File: src/rtl/blaster_pkg.sv
// Shared types and limits for the host UART bridge.
package blaster_pkg;

  localparam int unsigned BLASTER_MIN_CLKS_PER_BIT = 4;

  typedef enum logic [1:0] {TxIdle, TxStart, TxData, TxStop} tx_state_t;

  typedef enum logic [2:0] {RxIdle, RxStart, RxData, RxStop, RxWaitIdle} rx_state_t;

endpackage

File: src/rtl/blaster_sync_fifo.sv
// Show-ahead synchronous FIFO with occupancy count; push while full succeeds only with a pop.
module blaster_sync_fifo #(
  parameter int unsigned WIDTH = 8,
  parameter int unsigned DEPTH = 16
) (
  input  logic                   i_clk,
  input  logic                   i_reset_n,
  input  logic                   i_push,
  input  logic [WIDTH-1:0]       i_data,
  input  logic                   i_pop,
  output logic [WIDTH-1:0]       o_data,
  output logic                   o_full,
  output logic                   o_empty,
  output logic [$clog2(DEPTH):0] o_level
);

  localparam int unsigned AW = $clog2(DEPTH);
  localparam logic [AW:0] LevelFull = (AW+1)'(DEPTH);

  logic [WIDTH-1:0] r_mem [DEPTH];
  logic [AW-1:0]    r_wr_ptr;
  logic [AW-1:0]    r_rd_ptr;
  logic [AW:0]      r_level;
  logic             w_do_push;
  logic             w_do_pop;

  assign w_do_pop  = i_pop & ~o_empty;
  assign w_do_push = i_push & (~o_full | w_do_pop);
  assign o_full    = (r_level == LevelFull);
  assign o_empty   = (r_level == '0);
  assign o_level   = r_level;
  // Head reads as zero while empty so stale storage never leaks out.
  assign o_data    = o_empty ? '0 : r_mem[r_rd_ptr];

  always_ff @(posedge i_clk or negedge i_reset_n) begin
    if (!i_reset_n) begin
      r_wr_ptr <= '0;
      r_rd_ptr <= '0;
      r_level  <= '0;
    end else begin
      if (w_do_push) r_wr_ptr <= r_wr_ptr + 1'b1;
      if (w_do_pop)  r_rd_ptr <= r_rd_ptr + 1'b1;
      if (w_do_push && !w_do_pop) begin
        r_level <= r_level + 1'b1;
      end else if (!w_do_push && w_do_pop) begin
        r_level <= r_level - 1'b1;
      end
    end
  end

  always_ff @(posedge i_clk) begin
    if (w_do_push) r_mem[r_wr_ptr] <= i_data;
  end

endmodule

File: src/rtl/blaster_uart_bridge.sv
// UART line to valid/ready byte streams: oversampling RX deframer, TX framer, two FIFOs,
// sticky error flags and an internal TX-to-RX loopback for bring-up.
module blaster_uart_bridge
  import blaster_pkg::*;
#(
  parameter int unsigned CLKS_PER_BIT = 25,
  parameter int unsigned DATA_BITS    = 8,
  parameter int unsigned FIFO_DEPTH   = 16,
  parameter int unsigned SYNC_STAGES  = 2
) (
  input  logic                          i_clk,
  input  logic                          i_reset_n,
  input  logic                          i_rx,
  output logic                          o_tx,
  input  logic                          i_loopback,
  input  logic [DATA_BITS-1:0]          s_tx_data,
  input  logic                          s_tx_valid,
  output logic                          s_tx_ready,
  output logic [DATA_BITS-1:0]          m_rx_data,
  output logic                          m_rx_valid,
  input  logic                          m_rx_ready,
  output logic [$clog2(FIFO_DEPTH):0]   o_rx_level,
  output logic [$clog2(FIFO_DEPTH):0]   o_tx_level,
  output logic                          o_frame_err,
  output logic                          o_rx_overrun,
  input  logic                          i_clear_err,
  output logic                          o_busy
);

  localparam int unsigned CW = $clog2(CLKS_PER_BIT);
  localparam int unsigned BW = $clog2(DATA_BITS + 1);
  localparam logic [CW-1:0] BitLast  = CW'(CLKS_PER_BIT - 1);
  localparam logic [CW-1:0] HalfLast = CW'(CLKS_PER_BIT / 2 - 1);
  localparam logic [BW-1:0] IdxLast  = BW'(DATA_BITS - 1);

  if (CLKS_PER_BIT < BLASTER_MIN_CLKS_PER_BIT) begin : g_bad_cpb
    $error("CLKS_PER_BIT must be at least 4");
  end
  if (DATA_BITS < 5 || DATA_BITS > 9) begin : g_bad_bits
    $error("DATA_BITS must be in 5..9");
  end
  if (FIFO_DEPTH < 2 || (FIFO_DEPTH & (FIFO_DEPTH - 1)) != 0) begin : g_bad_depth
    $error("FIFO_DEPTH must be a power of 2 and at least 2");
  end
  if (SYNC_STAGES < 2) begin : g_bad_sync
    $error("SYNC_STAGES must be at least 2");
  end

  tx_state_t r_tx_state, w_tx_state_next;
  rx_state_t r_rx_state, w_rx_state_next;

  logic [CW-1:0]          r_tx_cnt, r_rx_cnt;
  logic [BW-1:0]          r_tx_idx, r_rx_idx;
  logic [DATA_BITS-1:0]   r_tx_shift, r_rx_shift;
  logic [DATA_BITS-1:0]   w_tx_fifo_data;
  logic [SYNC_STAGES-1:0] r_sync;
  logic r_tx_line, r_rx_prev, r_rx_done, r_loopback, r_frame_err, r_rx_overrun;
  logic w_tx_pop, w_tx_bit, w_tx_bit_end, w_tx_full, w_tx_empty;
  logic w_rx_line, w_rx_bit_end, w_rx_half, w_rx_sample, w_rx_stop_ok, w_rx_stop_bad;
  logic w_rx_pop, w_rx_full, w_rx_empty;

  // ---------------- TX framer ----------------
  assign w_tx_bit_end = (r_tx_cnt == BitLast);

  always_ff @(posedge i_clk or negedge i_reset_n) begin
    if (!i_reset_n) r_tx_state <= TxIdle;
    else            r_tx_state <= w_tx_state_next;
  end

  always_comb begin
    w_tx_state_next = r_tx_state;
    unique case (r_tx_state)
      TxIdle:  if (!w_tx_empty) w_tx_state_next = TxStart;
      TxStart: if (w_tx_bit_end) w_tx_state_next = TxData;
      TxData:  if (w_tx_bit_end && r_tx_idx == IdxLast) w_tx_state_next = TxStop;
      TxStop:  if (w_tx_bit_end) w_tx_state_next = w_tx_empty ? TxIdle : TxStart;
      default: w_tx_state_next = TxIdle;
    endcase
  end

  always_comb begin
    w_tx_pop = 1'b0;
    w_tx_bit = 1'b1;
    unique case (r_tx_state)
      TxIdle:  w_tx_pop = ~w_tx_empty;
      TxStart: w_tx_bit = 1'b0;
      TxData:  w_tx_bit = r_tx_shift[0];
      TxStop:  w_tx_pop = w_tx_bit_end & ~w_tx_empty;
      default: w_tx_bit = 1'b1;
    endcase
  end

  always_ff @(posedge i_clk or negedge i_reset_n) begin
    if (!i_reset_n) begin
      r_tx_cnt   <= '0;
      r_tx_idx   <= '0;
      r_tx_shift <= '0;
      r_tx_line  <= 1'b1;
    end else begin
      r_tx_line <= w_tx_bit;
      if (w_tx_pop) begin
        r_tx_shift <= w_tx_fifo_data;
        r_tx_cnt   <= '0;
        r_tx_idx   <= '0;
      end else if (r_tx_state != TxIdle) begin
        if (w_tx_bit_end) begin
          r_tx_cnt <= '0;
          if (r_tx_state == TxData) begin
            r_tx_shift <= r_tx_shift >> 1;
            r_tx_idx   <= r_tx_idx + 1'b1;
          end
        end else begin
          r_tx_cnt <= r_tx_cnt + 1'b1;
        end
      end
    end
  end

  // ---------------- RX deframer ----------------
  // Loopback feeds the TX bit straight in; it is already synchronous.
  assign w_rx_line    = r_loopback ? r_tx_line : r_sync[SYNC_STAGES-1];
  assign w_rx_bit_end = (r_rx_cnt == BitLast);
  assign w_rx_half    = (r_rx_cnt == HalfLast);

  always_ff @(posedge i_clk or negedge i_reset_n) begin
    if (!i_reset_n) r_rx_state <= RxIdle;
    else            r_rx_state <= w_rx_state_next;
  end

  always_comb begin
    w_rx_state_next = r_rx_state;
    unique case (r_rx_state)
      RxIdle:     if (r_rx_prev && !w_rx_line) w_rx_state_next = RxStart;
      RxStart:    if (w_rx_half) w_rx_state_next = w_rx_line ? RxIdle : RxData;
      RxData:     if (w_rx_bit_end && r_rx_idx == IdxLast) w_rx_state_next = RxStop;
      RxStop:     if (w_rx_bit_end) w_rx_state_next = w_rx_line ? RxIdle : RxWaitIdle;
      RxWaitIdle: if (w_rx_line) w_rx_state_next = RxIdle;
      default:    w_rx_state_next = RxIdle;
    endcase
  end

  always_comb begin
    w_rx_sample   = 1'b0;
    w_rx_stop_ok  = 1'b0;
    w_rx_stop_bad = 1'b0;
    unique case (r_rx_state)
      RxData: w_rx_sample = w_rx_bit_end;
      RxStop: begin
        w_rx_stop_ok  = w_rx_bit_end & w_rx_line;
        w_rx_stop_bad = w_rx_bit_end & ~w_rx_line;
      end
      default: w_rx_sample = 1'b0;
    endcase
  end

  always_ff @(posedge i_clk or negedge i_reset_n) begin
    if (!i_reset_n) begin
      r_sync     <= '1;
      r_rx_prev  <= 1'b1;
      r_rx_done  <= 1'b0;
      r_rx_cnt   <= '0;
      r_rx_idx   <= '0;
      r_rx_shift <= '0;
    end else begin
      r_sync    <= {r_sync[SYNC_STAGES-2:0], i_rx};
      r_rx_prev <= w_rx_line;
      r_rx_done <= w_rx_stop_ok;
      if (w_rx_state_next != r_rx_state || r_rx_state == RxIdle || w_rx_bit_end) begin
        r_rx_cnt <= '0;
      end else begin
        r_rx_cnt <= r_rx_cnt + 1'b1;
      end
      if (r_rx_state == RxStart) begin
        r_rx_idx <= '0;
      end else if (w_rx_sample) begin
        r_rx_idx   <= r_rx_idx + 1'b1;
        r_rx_shift <= {w_rx_line, r_rx_shift[DATA_BITS-1:1]};
      end
    end
  end

  // ---------------- Flags, loopback, status ----------------
  assign w_rx_pop = m_rx_ready & ~w_rx_empty;

  always_ff @(posedge i_clk or negedge i_reset_n) begin
    if (!i_reset_n) begin
      r_frame_err  <= 1'b0;
      r_rx_overrun <= 1'b0;
      r_loopback   <= 1'b0;
    end else begin
      if (w_rx_stop_bad)    r_frame_err <= 1'b1;
      else if (i_clear_err) r_frame_err <= 1'b0;
      if (r_rx_done && w_rx_full && !w_rx_pop) r_rx_overrun <= 1'b1;
      else if (i_clear_err)                    r_rx_overrun <= 1'b0;
      if (r_tx_state == TxIdle && r_rx_state == RxIdle) r_loopback <= i_loopback;
    end
  end

  assign o_tx         = r_loopback | r_tx_line;
  assign s_tx_ready   = ~w_tx_full;
  assign m_rx_valid   = ~w_rx_empty;
  assign o_frame_err  = r_frame_err;
  assign o_rx_overrun = r_rx_overrun;
  assign o_busy       = (r_tx_state != TxIdle) | ~w_tx_empty | (r_rx_state != RxIdle);

  blaster_sync_fifo #(
    .WIDTH (DATA_BITS),
    .DEPTH (FIFO_DEPTH)
  ) u_tx_fifo (
    .i_clk     (i_clk),
    .i_reset_n (i_reset_n),
    .i_push    (s_tx_valid & ~w_tx_full),
    .i_data    (s_tx_data),
    .i_pop     (w_tx_pop),
    .o_data    (w_tx_fifo_data),
    .o_full    (w_tx_full),
    .o_empty   (w_tx_empty),
    .o_level   (o_tx_level)
  );

  blaster_sync_fifo #(
    .WIDTH (DATA_BITS),
    .DEPTH (FIFO_DEPTH)
  ) u_rx_fifo (
    .i_clk     (i_clk),
    .i_reset_n (i_reset_n),
    .i_push    (r_rx_done),
    .i_data    (r_rx_shift),
    .i_pop     (w_rx_pop),
    .o_data    (m_rx_data),
    .o_full    (w_rx_full),
    .o_empty   (w_rx_empty),
    .o_level   (o_rx_level)
  );

endmodule
File: config.mk
export PLATFORM = sky130hd
export DESIGN_NAME = blaster_uart_bridge
export DESIGN_NICKNAME = d
export VERILOG_FILES = /design/src/rtl/blaster_pkg.sv /design/src/rtl/blaster_sync_fifo.sv /design/src/rtl/blaster_uart_bridge.sv
export SDC_FILE = /design/constraint.sdc
export NUM_CORES = 1
export LEC_CHECK = 0
export ABC_AREA = 1
export ABC_CLOCK_PERIOD_IN_PS = 3300
export BUFFER_PORTS_ARGS = -buffer_cell sky130_fd_sc_hd__buf_2
export CAP_MARGIN = 20
export CELL_PAD_IN_SITES_DETAIL_PLACEMENT = 1
export CELL_PAD_IN_SITES_GLOBAL_PLACEMENT = 1
export CORE_MARGIN = 3
export CORE_UTILIZATION = 40
export CTS_CLUSTER_DIAMETER = 80
export DETAILED_ROUTE_END_ITERATION = 8
export PLACE_DENSITY = 0.78
export SLEW_MARGIN = 20
export SYNTH_ARGS = -nofsm -noshare
export SYNTH_HDL_FRONTEND = slang
export SYNTH_SLANG_ARGS = --single-unit
export TNS_END_PERCENT = 30
File: constraint.sdc
create_clock -name i_clk -period 3.3 [get_ports i_clk]
set_input_delay 0.66 -clock i_clk [delete_from_list [all_inputs] [get_ports i_clk]]
set_output_delay 0.66 -clock i_clk [all_outputs]
set_load 0.005 [all_outputs]
# Word level (Yosys, flattened, before mapping)
# Memories as Yosys holds them, arrays and structs flattened.
# Cells that the tools add are included.
word_totals:
  ff_bits: 73
  latch_bits: 0
  mem_bits_rw: 256
  rom_bits: 0
  inputBits: 15
  out_inout_bits: 24
  wordCells: 156
  memories: 2
classes:
  n_addsub: 12
  mul: 0
  div: 0
  n_lt_le_gt_ge: 0
  n_eq_ne: 19
  shift: 0
  muxes: 47
  bitwise: 20
  n_reduce_logical: 35
memory_table:
  columns: ["memory", "words", "width", "read_ports", "rd_clocked_by_memory_dff", "write_ports", "line", "text"]
  rows:
  - ["u_rx_fifo.r_mem", 16, 8, 1, 0, 1, "blaster_sync_fifo.sv:20", "logic [WIDTH-1:0] r_mem [DEPTH];"]
  - ["u_tx_fifo.r_mem", 16, 8, 1, 0, 1, "blaster_sync_fifo.sv:20", null]
ops:
  columns: ["cell", "n"]
  rows:
  - ["$mux 8", 6]
  - ["$mux 5", 8]
  - ["$add 4x1->4 const B", 6]
  - ["$mux 4", 6]
  - ["$add 5x1->5 const B", 4]
  - ["$eq 5x5->1 const B", 4]
  - ["$mux 3", 6]
  - ["$reduce_bool 2->1", 9]
  - ["$pmux 3 s5", 1]
  - ["$mux 1", 12]
  - ["$logic_and 1x1->1", 10]
  - ["$logic_not 5->1", 2]
  - ["$mux 2", 5]
  - ["$sub 5x1->5 const B", 2]
  - ["$and 1x1->1", 9]
  - ["$eq 4x3->1 const B", 2]
  - ["$ne 2x2->1 const B", 4]
  - ["$pmux 2 s4", 1]
  - ["$eq 3x2->1 const B", 2]
  - ["$logic_not 1->1", 6]
  - ["$not 1->1", 6]
  - ["$eq 5x4->1 const B", 1]
  - ["$or 1x1->1", 5]
  - ["$eq 2x2->1 const B", 2]
  - ["other kinds (12)", 14]

# Longest topological paths before layout
# Gate-level depths: netlist (run 1).
logic_depth:
  ltp_word: 11
  ltp_mapped: 16

# Modules after synthesis
# Synthesis (run 1) repeated with hierarchy kept, for this count alone.
hier_totals:
  hier_cells: 1352
  area_unflattened_um2: 14457.6
by_module_without_submodules:
  columns: ["mod", "instances", "cells_each", "area_per_inst_um2", "seq_area_each_um2"]
  rows:
  - ["blaster_sync_fifo (u_tx_fifo)", 1, 530, 6019.5, 4169.0]
  - ["blaster_sync_fifo (u_rx_fifo)", 1, 530, 6018.3, 4169.0]
  - ["blaster_uart_bridge", 1, 292, 2419.8, 1181.1]

# Worst setup path before layout (run 1)
# Ideal clock, no wire load.
synth_path:
  kind: "register to register"
  start: "register r_tx_state[0]"
  end: "register u_tx_fifo.r_level[4], in the netlist u_tx_fifo.o_level[4]"
  setup_time_ns: 0.121
  arrival_ns: 2.264
  required_ns: 3.179
  path_slack_ns: 0.915
  path_stages_with_launch: 15
  path_buffers: 0
  period_less_slack_ns: 2.385
  path_cell_list: "dfrtp_1 inv_1 ha_1 inv_2 nand2_2 nand2_4 ha_1 inv_1 ha_1 a21oi_1 o21bai_1 a21oi_1 o21ai_0 nand2_1 nand2_1"
synth_via:
  elab_chain_len: 8
  elab_cells_between_ends: 12
  cone_classes: "eq/ne (1); mux (2); bitwise (3); reduce/logical (6)"
synth_lines:
  columns: ["element", "line", "text"]
  rows:
  - ["start, declared", "blaster_uart_bridge.sv:49", "tx_state_t r_tx_state, w_tx_state_next;"]
  - ["start signal, assigned", "blaster_uart_bridge.sv:66", "if (!i_reset_n) r_tx_state <= TxIdle;"]
  - ["start signal, assigned", "blaster_uart_bridge.sv:67", "else r_tx_state <= w_tx_state_next;"]
  - ["$eq 2x2->1 or $logic_not 2->1 (tied branches)", "blaster_uart_bridge.sv:84", "unique case (r_tx_state)"]
  - ["$pmux 1 s2 *", "blaster_uart_bridge.sv:84", null]
  - ["$and 1x1->1 *", "blaster_sync_fifo.sv:27", "assign w_do_pop = i_pop & ~o_empty;"]
  - ["$or 1x1->1", "blaster_sync_fifo.sv:28", "assign w_do_push = i_push & (~o_full | w_do_pop);"]
  - ["$and 1x1->1", "blaster_sync_fifo.sv:28", null]
  - ["$logic_not 1->1", "blaster_sync_fifo.sv:45", "end else if (!w_do_push && w_do_pop) begin"]
  - ["$logic_and 1x1->1", "blaster_sync_fifo.sv:45", null]
  - ["$reduce_bool 2->1 (no source line)", null, null]
  - ["end signal, assigned", "blaster_sync_fifo.sv:44", "r_level <= r_level + 1'b1;"]
  - ["end signal, assigned", "blaster_sync_fifo.sv:46", "r_level <= r_level - 1'b1;"]
  - ["end, declared", "blaster_sync_fifo.sv:23", "logic [AW:0] r_level;"]
# Mark *: on every way between the ends. The rest lies on a longest branch, timed or not.
# A chain may end at the register's enable or synchronous reset.

# Worst setup path after layout (run 1)
layout_path:
  start: "register u_rx_fifo.r_rd_ptr[1]"
  end: "output m_rx_data[6]"
layout_via:
  elab_chain_len: 2
layout_lines:
  columns: ["element", "line", "text"]
  rows:
  - ["start, declared", "blaster_sync_fifo.sv:22", "logic [AW-1:0] r_rd_ptr;"]
  - ["start signal, assigned", "blaster_sync_fifo.sv:42", "if (w_do_pop) r_rd_ptr <= r_rd_ptr + 1'b1;"]
  - ["$mem_v2 16x8", null, null]
  - ["$mux 8", "blaster_sync_fifo.sv:33", "assign o_data = o_empty ? '0 : r_mem[r_rd_ptr];"]
  - ["end, declared", "blaster_uart_bridge.sv:19", "output logic [DATA_BITS-1:0] m_rx_data,"]
# Every way passes these cells.

==> out/results.tsv, run 1 <==
metric	value	unit
via count	9854	
Critical Path AT	2.44	ns
DRC	0	
Worst Slack Setup Final	0.197	ns
Place WS	0.553	ns
Synth Warn #	0	
io pins	39	
sequential area share after synthesis	0.659	
final hold viol count	0	
share of cells above drive strength 1	0.0993	
Num CTS Buffers	37	
Bufs on Longest Clock Path	3	
Die Height	196	um
gr ovfl total	0	
worst path bufs/invs	3	
Post-synth EDFFs	256	
Post-synth top flop	edfxtp_1	
Synth top area share	0.533	
count of cell types in the netlist	40	
slew of the pin with the lowest slew margin	0.926	ns
effective utilization at floorplan	0.412	
Hold Crit Class	primary input to async pin	
CTS tree	yes	
crit-path cells	inv_1 -> buf_4 -> nand3_1 -> nand3_1 -> a21oi_1 -> o21a_1 -> buf_2	
status	completed	
Max rail drop VDD	551	uV
Synth async-reset ratio	0.222	
HPWL Detailed	22.8	mm
Sink Count	329	
Crit path required time	2.64	ns
Critical Path Max Stage Delay	0.45	ns
Die Width	196	um
Core ar.	0.0351	mm2
vias in the first global route	10500	
routed len/inst	19.1	um
CP most frequent cell	nand3_1	
Max Cap Viol	0	
pwr/cell area	690	mW/mm2
Placed Area	0.0150	mm2
#FFs+latches synth	329	
Slew HR	0.380	
Post-synth top cells	385 x nand2_1, 256 x edfxtp_1, 200 x nand3_1, 110 x inv_1, 89 x nor2_1	
fin area	0.0162	mm2
crit start category	flip-flop	
Placed Instances	1819	
synth-to-layout area growth	12.2	%
router iterations before antenna repair	5	
total power	11.2	mW
Routed Antenna Nets	0	
synthesized area	0.0144	mm2
Max Fclk	0.322	GHz
Avg Vias per Cell	5.23	
ant diodes	0	
final non-filler cell total	1885	
Nets	1449	
slowest stage cell, crit path	inv_1	
Synth area leaders	edfxtp_1 53%, dfrtp_1 12%, nand2_1 10%	
DR iter-0 viols	572	
Std-Cell Rows	68	
CP endpoint kind	primary output	
Crit Path Max Fanout	18	
RSZ-0062 raised after global routing	no	
Avg Inst Size Synth	10.6	um2
clk_lat worst skew	0.53	ns
clk slew on worst S/H paths	0.06	ns
final weighted congestion in routability-driven placement	0.797	
first-pass GRT wire length	57.7	mm
WS Path Type	flip-flop to primary output	
dominant cell type by area after synthesis	edfxtp_1	
Die ar.	0.0384	mm2
initial antenna violation count	0	
Final Cycle Share	0.940	
Worst path top cell family by delay	buffers and inverters	
largest net degree at the start of global routing	74	
total wire length	35.9	mm
Fin Setup TNS	0	ns
top-count cell post-synth	nand2_1	
Total GRT Usage	0.188	
smallest hold slack	0.164	ns
Post-Synthesis Cells	1365	
Synth Net Count	1411	
final setup fails	0	
Leakage	6.62	nW
final core occ	0.462	
H-tree depth	2	
Final Max Tran Viols	0	
min Tclk post-route	3.10	ns
Root Driver	clkbuf_16	
number of port buffers	38	
Clock Skew	0.0266	ns
-- registers in the layout, indices dropped and copies added, names as in the netlist, 5 cells and up --
signal and flops:
u_rx_fifo.r_mem 128, u_tx_fifo.r_mem 128, r_rx_shift 8, r_tx_shift 8
r_rx_cnt 5, r_tx_cnt 5, u_rx_fifo.o_level 5, u_tx_fifo.o_level 5
-- area by class of cell --
cell class              count  area, um2
clock inverters            13        141
multi-input cells         862       4180
fillers                  3832      18900
inverters                 121        457
clock buffers              53       1020
repair buffers             52        318
flip-flops and latches    329       9520
well taps                 455        569
-- path summary, 6_finish.rpt --
| check | startpoint | to | cells past startpoint | slack [ns] |
|---|---|---|---|---|
| min in group i_clk | i_rx | r_sync[0] | 1 | 0.24 |
| max reg2reg | r_tx_state[0] | u_tx_fifo.o_level[4] | 14 | 0.53 |
| max | u_rx_fifo.r_rd_ptr[1] | m_rx_data[6] | 7 | 0.20 |
| min | i_reset_n | r_rx_cnt[3] | 1 | 0.16 |
| max in group asynchronous | i_reset_n | u_tx_fifo.r_rd_ptr[0] | 1 | 2.58 |
| min reg2reg | r_sync[0] | r_sync[1] | 0 | 0.35 |
-- placed cells by master, fill, tap and decap left out, drive strengths merged --
cell / n
clkinv: 13
ha: 29
o21ai: 50
xnor2: 4
nor3b: 1
buf: 52
inv: 118
nand3: 201
nand4: 3
a31oi: 2
clkbuf: 53
edfxtp: 256
o21a: 8
o211ai: 3
xor2: 17
clkinvlp: 1
bufinv: 2
dfrtp: 69
dfstp: 4
nor3: 8
nand2: 392
nor2: 98
fa: 2
nand3b: 1
or2: 3
o22ai: 2
a21oi: 36
o21bai: 2
-- timing repair --
item,4_1_cts,5_1_grt
endpoints found under the setup margin,0,2
resized for setup,0,1
hold buffers,0,0
buffers inserted,0,0
-- cells by family after synthesis --
family	Yosys count	share of synthesized area
adders and majority gates	31	0.0279
DFF	329	0.659
AOI/OAI and AO/OA	103	0.0404
xor gates and xnor gates	21	0.0127
buffers and inverters	174	0.0511
and+or+nand+nor	707	0.208
-- per-layer routing --
layer  GRT usage  part of all wire
met2       0.325              0.49
met5           0                 0
met3      0.0292             0.050
met1       0.246              0.43
met4      0.0568             0.025
-- power breakdown --
part	total, mW	switching [mW]	internal [mW]
Combinational	2.25	1.54	0.713
Clock	3.96	1.64	2.32
Sequential	4.96	0.210	4.75
Total	11.2	3.39	7.79
No activity file was read; power rests on OpenSTA's default activity.
==> run 2: changes to the inputs <==
--- a/config.mk
+++ b/config.mk
@@ -5,7 +5,6 @@
 export SDC_FILE = /design/constraint.sdc
 export NUM_CORES = 1
 export LEC_CHECK = 0
-export ABC_AREA = 1
 export ABC_CLOCK_PERIOD_IN_PS = 3300
 export BUFFER_PORTS_ARGS = -buffer_cell sky130_fd_sc_hd__buf_2
 export CAP_MARGIN = 20
@@ -15,7 +14,7 @@
 export CORE_UTILIZATION = 40
 export CTS_CLUSTER_DIAMETER = 80
 export DETAILED_ROUTE_END_ITERATION = 8
-export PLACE_DENSITY = 0.78
+export PLACE_DENSITY = 0.74
 export SLEW_MARGIN = 20
 export SYNTH_ARGS = -nofsm -noshare
 export SYNTH_HDL_FRONTEND = slang
==> run 2 against run 1 <==
Compared with the run above: highest routed layer unchanged; critical path depth shrank 2; die area is 5.1% lower; combinational power rose by 46%; wire length decreased by 22%; utilization increased by 0.55 points; via count decreased by 29%; sequential power up 8.3%.
==> out/results.tsv, run 2 <==
metric	value	unit
slowest stage cell, crit path	nor4_1	
pwr/cell area	804	mW/mm2
multi-input logic area	0.00389	mm2
post-synthesis adder-cell area fraction	0.0295	
Max Cap Viol	0	
Post-synth EDFFs	256	
Critical Path Max Stage Delay	0.52	ns
Crit path required time	2.64	ns
Synth top area share	0.562	
CP endpoint kind	primary output	
Die ar.	0.0364	mm2
Worst Slack Setup Final	0.202	ns
dominant cell type by area after synthesis	edfxtp_1	
CP Launch Point	u_rx_fifo.o_level[0]	
Avg Inst Size Synth	17.4	um2
biggest regs	u_rx_fifo.r_mem (128), u_tx_fifo.r_mem (128)	
first-pass GRT wire length	44.2	mm
crit-path cells	nor4_1 -> nand2b_1 -> nand2b_1 -> o22ai_1 -> buf_2	
Place WS	0.332	ns
Max Used Layer	met4	
Worst path top cell family by delay	simple AND/OR/NAND/NOR gates	
stages on the worst setup path	5	
min Tclk post-route	3.10	ns
Hold Buf Count CTS	0	
number of port buffers	38	
Max rail drop VDD	681	uV
CTS tree	yes	
Core ar.	0.0336	mm2
via count	7018	
DR iter-0 viols	412	
Critical Path AT	2.44	ns
Post-Synthesis Cells	787	
router iterations before antenna repair	6	
Std-Cell Rows	67	
WL met2	14.0	mm
Post-synth top cells	256 x edfxtp_1, 69 x dfrtp_1, 64 x mux4_2, 51 x mux2i_1, 51 x nand2_1	
Crit Path Max Fanout	8	
R2R cell count	11	
HPWL Detailed	18.1	mm
Die Width	191	um
DRT met1 WL	12.4	mm
met3 WL	1.10	mm
post-CTS sizing	0	
synth-to-layout area growth	15.0	%
Synth Area in Simple Gates	0.0566	
Avg Vias per Cell	5.26	
largest net degree at the start of global routing	53	
Post-CTS Setup Bufs	0	
top-count cell post-synth	edfxtp_1	
Leakage	5.76	nW
R2R Setup Slk	0.34	ns
Root Driver	clkbuf_16	
H-tree depth	2	
gr ovfl total	0	
WS Path Type	flip-flop to primary output	
Bufs on Longest Clock Path	3	
post-synthesis mux area share	0.155	
Synth Warn #	0	
most frequent cells in the layout	256 x edfxtp_1, 67 x dfrtp_1, 64 x mux4_2, 51 x mux2i_1, 51 x nand2_1	
Routed Antenna Nets	0	
final core occ	0.468	
Post-Synth XOR/XNOR Area	0.0173	
final setup fails	0	
#FFs+latches synth	329	
crit start category	flip-flop	
worst path bufs/invs	1	
FF/Latch Area	0.00952	mm2
Die Height	191	um
routed len/inst	20.9	um
io pins	39	
CP Capture Point	m_rx_data[4]	
Slew HR	0.439	
Max Fclk	0.323	GHz
main combinational cell family by area after synthesis	multiplexers	
Clock Skew	0.0112	ns
Synth area leaders	edfxtp_1 56%, dfrtp_1 13%, mux4_2 11%	
status	completed	
total wire length	27.9	mm
Num CTS Buffers	36	
Total GRT Usage	0.158	
slew of the pin with the lowest slew margin	0.835	ns
synthesized area	0.0137	mm2
ant diodes	0	
Final Cycle Share	0.939	
clk slew on worst S/H paths	0.06	ns
DRC	0	
share of cells above drive strength 1	0.247	
CP most frequent cell	nand2b_1	
effective utilization at floorplan	0.407	
Synth async-reset ratio	0.222	
most common cell after layout, fill and taps aside	edfxtp_1	
final hold viol count	0	
sequential area share after synthesis	0.696	
reg-to-reg endpoint	u_tx_fifo.o_level[4]	
Nets	907	
Worst R2R Start	u_tx_fifo.o_level[1]	
Sink Count	329	
Post-synth top flop	edfxtp_1	
Hold Crit Class	primary input to async pin	
vias in the first global route	7554	
clk_lat worst skew	0.51	ns
Fin Setup TNS	0	ns
RSZ-0062 raised after global routing	no	
Synth Net Count	833	
Final Max Tran Viols	0	
final weighted congestion in routability-driven placement	0.747	
count of cell types in the netlist	59	
initial antenna violation count	0	
fillers	3233	
compound-gate portion of the synthesized area	0.0265	
run 2: cell count changes in the layout (fill, tap and decap cells not counted), sizes merged, moves of 9 or more:
cell / before / now
nand2: 392 / 51
nand3: 201 / 14
inv: 118 / 24
mux4: 0 / 64
nor2: 98 / 39
mux2i: 0 / 51
o21ai: 50 / 13
a21oi: 36 / 7
buf: 52 / 73
mux2: 0 / 15
xnor2: 4 / 19
clkbuf: 53 / 44
xor2: 17 / 8
run 2: layer usage:
metal / vias up / global-route usage
met5: - / 0
met4: 0 / 0.0347
met3: 33 / 0.0232
met2: 142 / 0.269
met1: 3643 / 0.217
li1: 3200 / -
run 2: worst min-delay path by stage:
stage,startpoint,end,slack [ns],depth (start not counted)
2_1_floorplan,r_sync[0],r_sync[1],0.35,0
3_3_place_gp,r_sync[0],r_sync[1],0.35,0
3_5_place_dp,r_sync[0],r_sync[1],0.35,0
4_1_cts,i_reset_n,u_tx_fifo.r_wr_ptr[1],0.22,1
5_1_grt,i_reset_n,u_tx_fifo.r_wr_ptr[3],0.24,1
6_report,i_reset_n,u_tx_fifo.r_wr_ptr[1],0.18,1
run 2: worst register-to-register path, stage by stage, from the launching register on:
cell and delay [ns]:
dfrtp_1 0.45, or4_1 0.62, o21bai_2 0.22, nor2_2 0.07, inv_1 0.06, ha_1 0.18
inv_1 0.13, fa_1 0.43, a21o_1 0.18, a21oi_1 0.17, mux2i_1 0.24, xnor2_1 0.14
run 2: report_power, final:
part	switching (mW)	total [mW]	internal [mW]
Sequential	0.451	5.37	4.92
Combinational	1.69	3.29	1.60
Clock	1.56	3.98	2.41
run 2: per-stage QoR:
step | area [um2] | cells | total power [mW] | hold slack, ns
2_1_floorplan | 13700 | 787 | 7.78 | 0.345
3_3_place_gp | 14500 | 1271 | 8.67 | 0.350
3_5_place_dp | 14500 | 1271 | 8.81 | 0.349
4_1_cts | 15700 | 1335 | 12.8 | 0.225
5_1_grt | 15700 | 1335 | 13.3 | 0.236
6_report | 15700 | 1335 | 12.6 | 0.176
run 2: kinds of logic (layout without fill, tap and decap cells):
group,Yosys count,after routing
flip-flops,329,329
AND/OR/NAND/NOR,156,156
multiplexers,130,130
buffers and inverters,59,159
AO/OA/AOI/OAI,55,55
adder cells (fa/ha/maj),31,31
XOR/XNOR,27,27
run 2: cell type report:
class | instances | area share
Clock inverter | 20 | 0.0133
Inverter | 22 | 0.00541
Clock buffer | 44 | 0.0618
Timing Repair Buffer | 73 | 0.0306
Multi-Input combinational cell | 399 | 0.248
Tap cell | 448 | 0.0356
Sequential cell | 329 | 0.606
==> run 3: changes to the inputs <==
--- a/config.mk
+++ b/config.mk
@@ -5,7 +5,7 @@
 export SDC_FILE = /design/constraint.sdc
 export NUM_CORES = 1
 export LEC_CHECK = 0
-export ABC_CLOCK_PERIOD_IN_PS = 3300
+export ABC_CLOCK_PERIOD_IN_PS = 3800
 export BUFFER_PORTS_ARGS = -buffer_cell sky130_fd_sc_hd__buf_2
 export CAP_MARGIN = 20
 export CELL_PAD_IN_SITES_DETAIL_PLACEMENT = 1
==> constraint.sdc (replaced) <==
create_clock -name i_clk -period 3.8 [get_ports i_clk]
set_input_delay 0.76 -clock i_clk [delete_from_list [all_inputs] [get_ports i_clk]]
set_output_delay 0.76 -clock i_clk [all_outputs]
set_load 0.005 [all_outputs]
==> run 3 against run 2 <==
Compared with the run above: setup slack improved by 0.37 ns; sequential power fell by 11%; critical path depth did not move.
==> out/results.tsv, run 3 (same netlist as run 2, synthesis figures left out) <==
metric	value	unit
total wire length	27.8	mm
Max rail drop VDD	457	uV
Slew HR	0.331	
crit-path cells	nor4_1 -> nand2b_1 -> nand2b_1 -> o22ai_1 -> buf_2	
Clock Skew	0.0221	ns
slew of the pin with the lowest slew margin	1.00	ns
Max Cap Viol	0	
Die Height	191	um
largest net degree at the start of global routing	64	
Leakage	5.81	nW
final setup fails	0	
routed len/inst	21.1	um
status	completed	
most frequent cells in the layout	256 x edfxtp_1, 66 x dfrtp_1, 64 x mux4_2, 51 x mux2i_1, 51 x nand2_1	
most common cell after layout, fill and taps aside	edfxtp_1	
slowest stage cell, crit path	nor4_1	
Hold Buf Count CTS	0	
pwr/cell area	695	mW/mm2
Cell Int Power	7.61	mW
Seq pwr share	0.443	
Comb power frac	0.247	
min Tclk post-route	3.23	ns
DR iter-0 viols	480	
total power	10.8	mW
synth-to-layout area growth	13.8	%
Num CTS Buffers	35	
Critical Path Max Stage Delay	0.55	ns
initial antenna violation count	0	
Crit path required time	3.04	ns
Die ar.	0.0364	mm2
Place WS	0.766	ns
Nets	888	
Crit Path Max Fanout	8	
NetSw	3.19	mW
Max Fclk	0.310	GHz
worst path bufs/invs	1	
CP most frequent cell	nand2b_1	
CTS tree	yes	
clock share of power	0.311	
Total GRT Usage	0.158	
final weighted congestion in routability-driven placement	0.765	
effective utilization at floorplan	0.407	
clk slew on worst S/H paths	0.06	ns
Worst Slack Setup Final	0.570	ns
H-tree depth	2	
crit start category	flip-flop	
DRC	0	
vias in the first global route	7566	
clk_lat worst skew	0.52	ns
Hold Crit Class	primary input to async pin	
io pins	39	
RSZ-0062 raised after global routing	no	
router iterations before antenna repair	4	
final hold viol count	0	
Worst path top cell family by delay	simple AND/OR/NAND/NOR gates	
Bufs on Longest Clock Path	3	
via count	6910	
Die Width	191	um
share of cells above drive strength 1	0.230	
ant diodes	0	
smallest hold slack	0.349	ns
first-pass GRT wire length	44.2	mm
Fin Setup TNS	0	ns
Std-Cell Rows	67	
HPWL Detailed	18.0	mm
WS Path Type	flip-flop to primary output	
number of port buffers	38	
Root Driver	clkbuf_16	
Routed Antenna Nets	0	
Avg Vias per Cell	5.25	
Final Max Tran Viols	0	
Post-CTS Setup Bufs	0	
Net Sw Frac	0.296	
post-CTS sizing	0	
Final Cycle Share	0.850	
Critical Path AT	2.47	ns
biggest regs	u_rx_fifo.r_mem (128), u_tx_fifo.r_mem (128)	
gr ovfl total	0	
CP endpoint kind	primary output	
Core ar.	0.0336	mm2
Sink Count	329	
==> run 3: path summary, 6_finish.rpt <==
check,startpoint,end,slack [ns],cells after the start
min,i_reset_n,u_tx_fifo.r_wr_ptr[0],0.35,1
max,u_rx_fifo.o_level[0],m_rx_data[4],0.57,5
max reg2reg,u_tx_fifo.o_level[0],u_tx_fifo.o_level[4],0.75,9
min in group i_clk,r_sync[0],r_sync[1],0.36,0
min reg2reg,r_sync[0],r_sync[1],0.36,0
max in group asynchronous,i_reset_n,r_sync[1],2.68,2
==> run 3: metal layers <==
metal / vias to the layer above / GRT usage / part of all wire
met3: 38 / 0.0248 / 0.038
met2: 131 / 0.272 / 0.51
met4: 0 / 0.0412 / 0.020
li1: 3161 / - / -
met1: 3580 / 0.211 / 0.43
met5: - / 0 / 0
==> run 3: final cells by class <==
type                            count  area (um2)
Clock buffer                       45         965
Clock inverter                     18         178
Sequential cell                   329        9520
Multi-Input combinational cell    399        3890
Inverter                           22        85.1
Tap cell                          448         561
Timing Repair Buffer               55         345
Fill cell                        3178       18100
==> run 3: through the flow <==
stage | instance area, um2 | std cells | util
floorplan | 13700 | 787 | -
global placement | 14400 | 1253 | 0.429
detailed placement | 14400 | 1253 | 0.429
CTS | 15600 | 1316 | 0.463
global route | 15600 | 1316 | 0.463
finish | 15600 | 1316 | 0.463
==> run 3: power by group through the flow <==
| stage | registers [mW] | logic (mW) | clock network (mW) |
|---|---|---|---|
| 2_1_floorplan | 4.52 | 2.20 | 0 |
| 3_3_place_gp | 4.84 | 2.63 | 0 |
| 3_5_place_dp | 4.87 | 2.70 | 0 |
| 4_1_cts | 4.80 | 2.73 | 3.45 |
| 5_1_grt | 4.87 | 2.96 | 3.60 |
| 6_report | 4.79 | 2.66 | 3.36 |
